--- config.mk ---
export PLATFORM = sky130hd
export DESIGN_NAME = save_chunk_port
export DESIGN_NICKNAME = d
export VERILOG_FILES = /design/src/rtl/save_chunk_port.sv
export SDC_FILE = /design/constraint.sdc
export NUM_CORES = 1
export LEC_CHECK = 0
export CORE_AREA = 3 3 122 124
export CTS_BUF_LIST = sky130_fd_sc_hd__clkbuf_2
export CTS_CLUSTER_SIZE = 40
export DETAILED_ROUTE_END_ITERATION = 16
export DIE_AREA = 0 0 125 127
export PLACE_DENSITY_LB_ADDON = 0.12
export SLEW_MARGIN = 25
export SYNTH_ARGS = -nofsm -noshare
export SYNTH_HDL_FRONTEND = slang
export SYNTH_SLANG_ARGS = --single-unit
--- constraint.sdc ---
create_clock -name clk -period 2 [get_ports clk]
set_input_delay 0.3 -clock clk [delete_from_list [all_inputs] [get_ports clk]]
set_output_delay 0.3 -clock clk [all_outputs]
set_load 0.01 [all_outputs]
--- src/rtl/save_chunk_port.sv ---
// Chunk-addressed save/restore port: answers header queries and moves single
// elements between a shared initiator bus and a local RAM with a four-phase ack.
module save_chunk_port #(
  parameter int CHUNK_ID  = 0,
  parameter int WIDTH     = 1,
  parameter int LENGTH    = 256,
  parameter int ADDR_BITS = 8
) (
  input  logic                 clk,
  input  logic                 reset,
  input  logic                 query_req,
  input  logic [7:0]           chunk_select,
  input  logic [31:0]          chunk_address,
  input  logic                 read_req,
  input  logic                 write_req,
  input  logic [63:0]          write_data,
  output logic [63:0]          read_data,
  output logic                 data_ack,
  output logic [ADDR_BITS-1:0] mem_addr,
  output logic                 mem_rd,
  output logic                 mem_we,
  output logic [63:0]          mem_wdata,
  input  logic [63:0]          mem_rdata,
  output logic                 hdr_mismatch
);

  typedef enum logic [2:0] {
    IDLE,
    RD_ISSUE,
    RD_CAPTURE,
    WR_ISSUE,
    ACK_HOLD
  } state_t;

  localparam logic [7:0]  SEL_ID     = 8'(CHUNK_ID);
  localparam logic [1:0]  WIDTH_CODE = 2'(WIDTH);
  localparam logic [31:0] LENGTH_W   = 32'(LENGTH);
  localparam logic [63:0] HEADER     = {30'b0, WIDTH_CODE, LENGTH_W};
  localparam logic [63:0] ELEM_MASK  = (WIDTH_CODE == 2'd0) ? 64'h0000_0000_0000_00FF :
                                       (WIDTH_CODE == 2'd1) ? 64'h0000_0000_0000_FFFF :
                                       (WIDTH_CODE == 2'd2) ? 64'h0000_0000_FFFF_FFFF :
                                                              64'hFFFF_FFFF_FFFF_FFFF;

  state_t                 state_reg, state_next;
  logic [63:0]            rdata_reg, rdata_next;
  logic                   ack_reg, ack_next;
  logic [ADDR_BITS-1:0]   addr_reg, addr_next;
  logic                   rd_reg, rd_next;
  logic                   we_reg, we_next;
  logic [63:0]            wdata_reg, wdata_next;
  logic                   mis_reg, mis_next;
  logic                   range_reg, range_next;

  logic selected;
  logic addr_ok;
  logic hdr_ok;

  assign selected = (chunk_select == SEL_ID);
  assign addr_ok  = (chunk_address < LENGTH_W);
  assign hdr_ok   = (write_data[31:0] == LENGTH_W) && (write_data[33:32] == WIDTH_CODE);

  always_ff @(posedge clk) begin
    if (reset) begin
      state_reg <= IDLE;
      rdata_reg <= '0;
      ack_reg   <= 1'b0;
      addr_reg  <= '0;
      rd_reg    <= 1'b0;
      we_reg    <= 1'b0;
      wdata_reg <= '0;
      mis_reg   <= 1'b0;
      range_reg <= 1'b0;
    end else begin
      state_reg <= state_next;
      rdata_reg <= rdata_next;
      ack_reg   <= ack_next;
      addr_reg  <= addr_next;
      rd_reg    <= rd_next;
      we_reg    <= we_next;
      wdata_reg <= wdata_next;
      mis_reg   <= mis_next;
      range_reg <= range_next;
    end
  end

  always_comb begin
    state_next = state_reg;
    rdata_next = rdata_reg;
    ack_next   = ack_reg;
    addr_next  = addr_reg;
    rd_next    = 1'b0;
    we_next    = 1'b0;
    wdata_next = wdata_reg;
    mis_next   = mis_reg;
    range_next = range_reg;
    case (state_reg)
      IDLE: begin
        if (selected) begin
          // Write wins over read, so a combined request with query is a scatter header.
          if (query_req && write_req) begin
            if (hdr_ok) begin
              ack_next   = 1'b1;
              state_next = ACK_HOLD;
            end else begin
              mis_next = 1'b1;
            end
          end else if (query_req && read_req) begin
            rdata_next = HEADER;
            ack_next   = 1'b1;
            state_next = ACK_HOLD;
          end else if (write_req) begin
            range_next = addr_ok;
            addr_next  = chunk_address[ADDR_BITS-1:0];
            we_next    = addr_ok;
            wdata_next = write_data & ELEM_MASK;
            state_next = WR_ISSUE;
          end else if (read_req) begin
            range_next = addr_ok;
            addr_next  = chunk_address[ADDR_BITS-1:0];
            rd_next    = addr_ok;
            state_next = RD_ISSUE;
          end
        end
      end
      RD_ISSUE: state_next = RD_CAPTURE;
      RD_CAPTURE: begin
        rdata_next = range_reg ? (mem_rdata & ELEM_MASK) : 64'd0;
        ack_next   = 1'b1;
        state_next = ACK_HOLD;
      end
      WR_ISSUE: begin
        ack_next   = 1'b1;
        state_next = ACK_HOLD;
      end
      ACK_HOLD: begin
        if (!read_req && !write_req) begin
          ack_next   = 1'b0;
          state_next = IDLE;
        end
      end
      default: state_next = IDLE;
    endcase
  end

  assign read_data    = rdata_reg;
  assign data_ack     = ack_reg;
  assign mem_addr     = addr_reg;
  assign mem_rd       = rd_reg;
  assign mem_we       = we_reg;
  assign mem_wdata    = wdata_reg;
  assign hdr_mismatch = mis_reg;

endmodule

Word level (Yosys, flattened, before mapping)
Cells that the tools add are included.
{"block": "totals", "input_bits": 173, "out_inout_bits": 140, "register_bits": 96, "elab_cells": 73}
{"block": "classes", "reduce_logical": 20, "bitwise": 7, "magnitude_cmp": 1, "mux": 23, "n_eq_ne": 13}
{"operator": "64-bit 2-to-1 mux", "n": 3}
{"operator": "64-bit one-hot mux with 2 select lines", "n": 1}
{"operator": "32-bit by 9-bit == test with 1-bit output, second input constant", "n": 1}
{"operator": "32-bit by 9-bit < comparator with 1-bit output, second input constant", "n": 1}
{"operator": "3-bit 2-to-1 mux", "n": 7}
{"operator": "16-bit 2-to-1 mux", "n": 1}
{"operator": "8-bit 2-to-1 mux", "n": 2}
{"operator": "5-bit AND reduction", "n": 3}
{"operator": "3-bit one-hot mux with 4 select lines", "n": 1}
{"operator": "4-bit AND reduction", "n": 3}
{"operator": "8-bit logical NOT", "n": 1}
{"operator": "2-bit inequality test, second input constant", "n": 4}
{"operator": "1-bit 2-to-1 mux", "n": 7}
{"operator": "1-bit NOT", "n": 7}
{"operator": "7-bit OR reduction", "n": 1}
{"operator": "3-bit by 2-bit == test with 1-bit output, second input constant", "n": 2}
{"operator": "3-bit inequality test, second input constant", "n": 2}
{"operator": "6-bit OR reduction", "n": 1}
{"operator": "5-bit inequality test, second input constant", "n": 1}
{"operator": "1-bit logical AND", "n": 4}
{"operator": "2-bit nonzero test", "n": 2}
{"operator": "3-bit by 1-bit == test with 1-bit output, second input constant", "n": 1}
{"operator": "3-bit == test, second input constant", "n": 1}
{"operator": "3-bit logical NOT", "n": 1}
{"operator": "5 further kinds", "n": 6}

Logic depth before layout (Yosys ltp)
Gate-level depths: netlist of run 1.
{"block": "logic_depth", "ltp_word": 6, "depth_mapped": 8, "depth_no_buf": 5}

Worst setup path after synthesis of run 1
OpenSTA, ideal clock, no wires.
{"block": "synth_timing", "kind": "input -> register", "startpoint": "input port chunk_select[1]", "endpoint": "register rdata_reg[10], in the netlist read_data[10]", "required_ns": 1.872, "n_path_buf": 1, "setup_ns": 0.128, "path_slack_ns": 0.521, "path_stages": 6, "arrival_ns": 1.351, "cell_sequence": "nor4_4 -> and4_4 -> a22oi_2 -> buf_4 -> a22oi_1 -> nor2_1"}
{"block": "synth_via", "elab_chain_len": 3}
{"element": "start: declaration", "line_no": "12", "text": "input logic [7:0] chunk_select,"}
{"element": "8-bit logical NOT", "line_no": "58", "text": "assign selected = (chunk_select == SEL_ID);"}
{"element": "2-bit inequality test (no line)"}
{"element": "4-bit AND reduction (no line)"}
{"element": "end signal: assignment", "line_no": "75", "text": "rdata_reg <= rdata_next;"}
{"element": "end: declaration", "line_no": "45", "text": "logic [63:0] rdata_reg, rdata_next;"}
Every way passes these cells.
A chain may end at the register's enable or synchronous reset.

Worst setup path in the final report of run 1
{"block": "layout_timing", "startpoint": "register mis_reg, in the netlist hdr_mismatch", "endpoint": "output port hdr_mismatch"}
{"element": "start: declaration", "line_no": "51", "text": "logic mis_reg, mis_next;"}
{"element": "start signal: assignment", "line_no": "81", "text": "mis_reg <= mis_next;"}
{"element": "end: declaration", "line_no": "24", "text": "output logic hdr_mismatch"}
No word-level cell between the ends.

==> impl_metrics.env, run 1 <==
export IMPL_status="complete, no violations"
export IMPL_finalHoldViolCount=0
export IMPL_grt_pass1_vias=2358
export IMPL_cpLargestDelayFamily="buffers and inverters"
export IMPL_layout_drive_gt1_share_pct=7.43
export IMPL_antenna_found_initial=0
export IMPL_reg2reg_from="state_reg[2]"
export IMPL_routed_wl_mm=8.32
export IMPL_drtAntennaViolNets=0
export IMPL_drv_slew=0
export IMPL_yosys_warnings=0
export IMPL_numPortBuffers=139
export IMPL_min_period_ns=1.72
export IMPL_worst_path_buf_inv=1
export IMPL_netlist_area_um2=2700
export IMPL_die_w_um=125
export IMPL_grt_pass1_wl_mm=12.8
export IMPL_cp_slowest_stage_delay_ns=0.59
export IMPL_drc=0
export IMPL_ir_drop_v=0.000219
export IMPL_cp_start_kind="flop"
export IMPL_maxCapViolCount=0
export IMPL_worst_path_stages=1
export IMPL_finalCritPeriodShare_pct=86.1
export IMPL_synthTopCellsByCount="buf_4, dfxtp_1, nor2_1, nand2_1, nand3_1"
export IMPL_yosysTopAreaCell="dfxtp_1"
export IMPL_yosysTopAreaCellShare_pct=36.3
export IMPL_max_freq_ghz=0.581
export IMPL_critPathKind="reg -> out"
export IMPL_synthFlopType="dfxtp_1"
export IMPL_path_cells="clkdlybuf4s50_1"
export IMPL_hold_class="in -> reg"
export IMPL_seq_area_frac_synth_pct=36.3
export IMPL_ys_ff_latch=49
export IMPL_fill_cells=1509
export IMPL_gp_congestion=0.734
export IMPL_hold_depth=2
export IMPL_cts_root_buffer="clkbuf_2"
export IMPL_cp_arrival_ns=1.42
export IMPL_clk_latency_ns=0.43
export IMPL_required_ns=1.70
export IMPL_final_cell_area_um2=4100
export IMPL_wl_per_cell_um=12.8
export IMPL_drt_iter0_drc=76
export IMPL_placed_cells=644
export IMPL_holdBufCountCts=0
export IMPL_die_area_um2=15900
export IMPL_rsz0062_at_grt="no"
export IMPL_ios=313
export IMPL_cts_resized_gates=0
export IMPL_viasPerCell=3.73
export IMPL_powerDensity_nw_per_um2=420
export IMPL_worstHoldStart="reset"
export IMPL_coreArea_um2=13900
export IMPL_yosysMostFrequentCell="buf_4"
export IMPL_grtUsageTotal_pct=9.93
export IMPL_clkSlewWorstSetupHoldPaths_ns=0.26
export IMPL_clock_path_buffers=2
export IMPL_post_dp_hpwl_mm=6.68
export IMPL_largest_register_ffs=17
export IMPL_cts_sinks=49
export IMPL_place_area_um2=4060
export IMPL_start_util_pct=19.5
export IMPL_nets=644
export IMPL_synth_area_per_cell_um2=8.45
export IMPL_startpoint="hdr_mismatch"
export IMPL_row_count=43
export IMPL_antenna_cells=0
export IMPL_end_kind="output pin"
export IMPL_cts_tree="done"
export IMPL_skew_ns=0.0283
export IMPL_dr_pass1_iters=4
export IMPL_leakage_nw=1.63
export IMPL_ff2ff_path_depth=6
export IMPL_cts_buffers=5
export IMPL_synth_area_leaders="dfxtp_1, buf_4, nor2_1"
export IMPL_synth_cell_types=34
export IMPL_async_reset_ff_share_pct=0
export IMPL_synth_enable_flop_cells=0
export IMPL_cp_max_fo=2
export IMPL_grt_overflow=0
export IMPL_h_tree_depth=2
export IMPL_cts_setup_buffers=0
export IMPL_cp_slowest_cell="clkdlybuf4s50_1"
export IMPL_vias=2427
export IMPL_grt_max_degree=22
export IMPL_chipHeight_um=127
export IMPL_synthCells=320
export IMPL_finalNonFillerCells=651
export IMPL_setup_viol=0
export IMPL_area_growth_pct=51.5
## area by class of cell
| type | instances | area (um2) | area share, % |
|---|---|---|---|
| tap | 180 | 225 | 5.50 |
| clock buffer | 6 | 30.0 | 0.733 |
| inverter | 1 | 3.75 | 0.0917 |
| multi-input combinational | 254 | 1280 | 31.3 |
| clock inverter | 1 | 3.75 | 0.0917 |
| sequential | 49 | 981 | 24.0 |
| timing repair buffer | 160 | 1570 | 38.3 |
## stage by stage
step	utilization, %	power [mW]	hold WS, ns	setup slack [ns]	setup TNS [ns]
final	29.5	1.72	0.261	0.277	0
after global routing	29.5	1.84	0.200	0.129	0
after CTS	29.5	1.77	0.184	0.177	0
after detailed placement	29.3	1.33	0.446	-0.102	-2.69
after global placement	29.3	1.33	0.443	-0.0888	-1.83
after floorplan	-	1.25	0.444	0.521	0
## cell usage in the layout (no fill, tap or decap)
| cell | netlist | layout |
|---|---|---|
| nand4_1 | 4 | 4 |
| nor4_4 | 2 | 2 |
| a22oi_1 | 15 | 15 |
| buf_2 | 4 | 1 |
| conb_1 | 1 | 95 |
| clkinv_1 | 0 | 1 |
| o221ai_1 | 1 | 1 |
| clkbuf_2 | 0 | 6 |
| o21a_1 | 1 | 1 |
| buf_12 | 0 | 2 |
| nor2_1 | 32 | 32 |
| a22oi_2 | 1 | 1 |
| nor3_1 | 2 | 2 |
| a21oi_1 | 19 | 19 |
| and4_4 | 1 | 1 |
| inv_1 | 1 | 1 |
| clkdlybuf4s50_1 | 0 | 138 |
| nor2b_1 | 2 | 2 |
| nand2_2 | 1 | 1 |
| dfxtp_1 | 49 | 49 |
| mux2i_1 | 9 | 9 |
| o21ai_1 | 2 | 2 |
| nand2_1 | 21 | 21 |
| nor4b_1 | 2 | 2 |
| a211oi_1 | 1 | 1 |
| nor2_2 | 1 | 1 |
| o211ai_1 | 1 | 1 |
| buf_4 | 97 | 19 |
| a311oi_1 | 1 | 1 |
| nand3_1 | 20 | 20 |
| nand2b_1 | 2 | 2 |
| nor4_1 | 14 | 14 |
| and4b_1 | 2 | 2 |
| and3_1 | 1 | 1 |
| o21ai_2 | 1 | 1 |
## kinds of logic after synthesis
logic type             Yosys count  synth area share (%)
and+or+nand+nor                107                  20.6
buffers and inverters          111                  29.3
AOI/OAI and AO/OA               43                  10.3
muxes                            9                  3.33
DFF                             49                  36.3
other                            1                 0.139
## metal layers
metal	vias up	part of all wire [%]	wire [um]	global-route usage, %
li1	1204	-	-	-
met4	0	0.43	36	1.53
met5	-	0	0	0
met1	1082	40	3310	11.3
met3	5	14	1130	5.60
met2	136	46	3850	16.6
## worst paths after layout
kind / end / slack [ns]
max: hdr_mismatch / 0.28
min: range_reg / 0.26
max reg2reg: read_data[12] / 0.35
min reg2reg: mem_wdata[3] / 0.47
## where the power goes
part	switching, mW	internal [mW]	total, mW
clock network	0.320	0.0814	0.402
registers	0.000391	0.980	0.981
logic	0.156	0.180	0.336
total	0.476	1.24	1.72
(Power assumes the default switching activity.)
==> run 2, diff against run 1 <==
- CORE_AREA: 3 3 122 124 -> 3 3 121 123
- CTS_BUF_LIST: sky130_fd_sc_hd__clkbuf_2 -> sky130_fd_sc_hd__clkbuf_16
- DIE_AREA: 0 0 125 127 -> 0 0 124 126
==> run 2 against run 1 <==
Against the previous run: total power increased by 32%; combinational power about the same; largest cell class unchanged; routed wire length decreased by 0.56%; largest power group unchanged; highest routed layer unchanged; critical path type is now in -> reg; sequential share of layout area decreased by 0.73 points; global-route usage increased by 0.060 points; utilization increased by 1.2 points.
==> impl_metrics.env, run 2 (same netlist as run 1, synthesis figures left out) <==
export IMPL_leakage_nw=1.68
export IMPL_rsz0062_at_grt="no"
export IMPL_end_kind="flop"
export IMPL_grtUsageTotal_pct=9.99
export IMPL_clock_path_buffers=2
export IMPL_fill_cells=1493
export IMPL_worst_slew_pin_slew_ns=0.589
export IMPL_row_count=43
export IMPL_antenna_cells=0
export IMPL_ff2ff_path_depth=6
export IMPL_cts_tree="done"
export IMPL_clkSlewWorstSetupHoldPaths_ns=0.06
export IMPL_finalHoldViolCount=0
export IMPL_hold_class="reg -> reg"
export IMPL_holdBufCountCts=0
export IMPL_critPathKind="in -> reg"
export IMPL_p_int_mw=1.74
export IMPL_h_tree_depth=2
export IMPL_cp_max_fo=13
export IMPL_endpoint="read_data[11]"
export IMPL_max_freq_ghz=0.551
export IMPL_power_frac_clock_pct=42.0
export IMPL_status="complete, no violations"
export IMPL_fin_util_pct=30.7
export IMPL_powerDensity_nw_per_um2=535
export IMPL_power_share_switching_pct=23.1
export IMPL_drc=0
export IMPL_routed_wl_mm=8.28
export IMPL_drt_iter0_drc=91
export IMPL_largest_register_ffs=17
export IMPL_layout_drive_gt1_share_pct=7.42
export IMPL_cts_buffers=5
export IMPL_r2r_slack_ns=0.43
export IMPL_cts_sinks=49
export IMPL_area_growth_pct=56.2
export IMPL_reg2reg_from="state_reg[2]"
export IMPL_vias=2434
export IMPL_start_util_pct=19.6
export IMPL_die_area_um2=15600
export IMPL_dr_pass1_iters=4
export IMPL_final_cell_mix="clkdlybuf4s50_1, conb_1, dfxtp_1"
export IMPL_multi_input_area_um2=1280
export IMPL_grt_pass1_vias=2366
export IMPL_cp_start_kind="primary input"
export IMPL_place_area_um2=4060
export IMPL_cts_setup_buffers=0
export IMPL_cp_arrival_ns=1.97
export IMPL_chipHeight_um=126
export IMPL_grt_max_degree=32
export IMPL_seq_area_um2=981
export IMPL_min_period_ns=1.81
export IMPL_timing_rr_end="mem_addr[1]"
export IMPL_skew_ns=0.00564
export IMPL_numPortBuffers=139
export IMPL_clk_latency_ns=0.29
export IMPL_wl_per_cell_um=12.7
export IMPL_gp_congestion=0.756
export IMPL_relSlewSlack_pct=60.7
export IMPL_startpoint="chunk_select[5]"
export IMPL_required_ns=2.16
export IMPL_setup_viol=0
export IMPL_power_frac_seq_pct=43.2
export IMPL_post_dp_hpwl_mm=6.77
export IMPL_antenna_found_initial=0
export IMPL_drv_slew=0
export IMPL_fin_total_pwr_mw=2.26
export IMPL_cts_resized_gates=0
export IMPL_grt_pass1_wl_mm=12.2
export IMPL_switchingPower_uw=523
export IMPL_coreArea_um2=13800
export IMPL_finalCritPeriodShare_pct=90.7
export IMPL_ios=313
export IMPL_pre_cts_ws_ns=-0.140
export IMPL_setup_slack_ns=0.185
export IMPL_nets=644
export IMPL_p_comb_share_pct=14.8
export IMPL_final_common_cell="clkdlybuf4s50_1"
export IMPL_final_cell_area_um2=4220
export IMPL_cts_root_buffer="clkbuf_16"
export IMPL_drtAntennaViolNets=0
export IMPL_timing_hold_ws_ns=0.452
export IMPL_maxCapViolCount=0
export IMPL_grt_overflow=0
export IMPL_viasPerCell=3.73
export IMPL_die_w_um=124
export IMPL_ir_drop_v=0.000219
-- run 2: changes by cell type in the layout (fill, tap and decap cells not counted), sizes merged --
cell	previous run	this run
bufinv	0	1
clkbuf	6	5
inv	1	2
-- run 2: metal layers --
metal | vias to the layer above | part of all wire [%] | global-route usage (%)
li1 | 1209 | - | -
met1 | 1085 | 37 | 11.3
met2 | 135 | 48 | 17.1
met3 | 5 | 14 | 4.67
met4 | 0 | 0.54 | 1.93
met5 | - | 0 | 0
-- run 2: worst min-delay path by stage --
stage,cells after the start,start,end
finish,2,mem_wdata[4],mem_wdata[4]
global route,2,mem_wdata[9],mem_wdata[9]
global placement,2,mem_wdata[3],mem_wdata[3]
detailed placement,2,mem_wdata[4],mem_wdata[4]
CTS,2,mem_wdata[4],mem_wdata[4]
floorplan,2,chunk_address[0],mem_addr[0]
-- run 2: power by group through the flow --
stage / clock network [mW] / registers (mW) / logic (mW)
detailed placement: 0 / 0.999 / 0.333
global route: 1.03 / 0.975 / 0.367
finish: 0.950 / 0.976 / 0.335
CTS: 1.01 / 0.976 / 0.335
floorplan: 0 / 0.999 / 0.250
global placement: 0 / 0.999 / 0.333
-- run 2: area by class of cell --
class,count,share of cell area (%)
Timing Repair Buffer,160,37.1
Multi-Input combinational cell,254,30.4
Sequential cell,49,23.2
Tap cell,180,5.33
Clock buffer,5,2.96
Clock inverter,3,0.889
Inverter,1,0.0889
-- run 2: through the flow --
step | TNS (ns) | instances
floorplan | 0 | 414
global placement | -3.14 | 644
detailed placement | -3.35 | 644
CTS | 0 | 652
global route | 0 | 652
finish | 0 | 652
-- run 2: worst max-delay path, stage by stage --
cell,delay [ns]
clkdlybuf4s50_1,0.44
nor4_4,0.32
buf_4,0.17
and4_4,0.23
a22oi_2,0.10
buf_12,0.18
a22oi_1,0.19
nor2_1,0.05
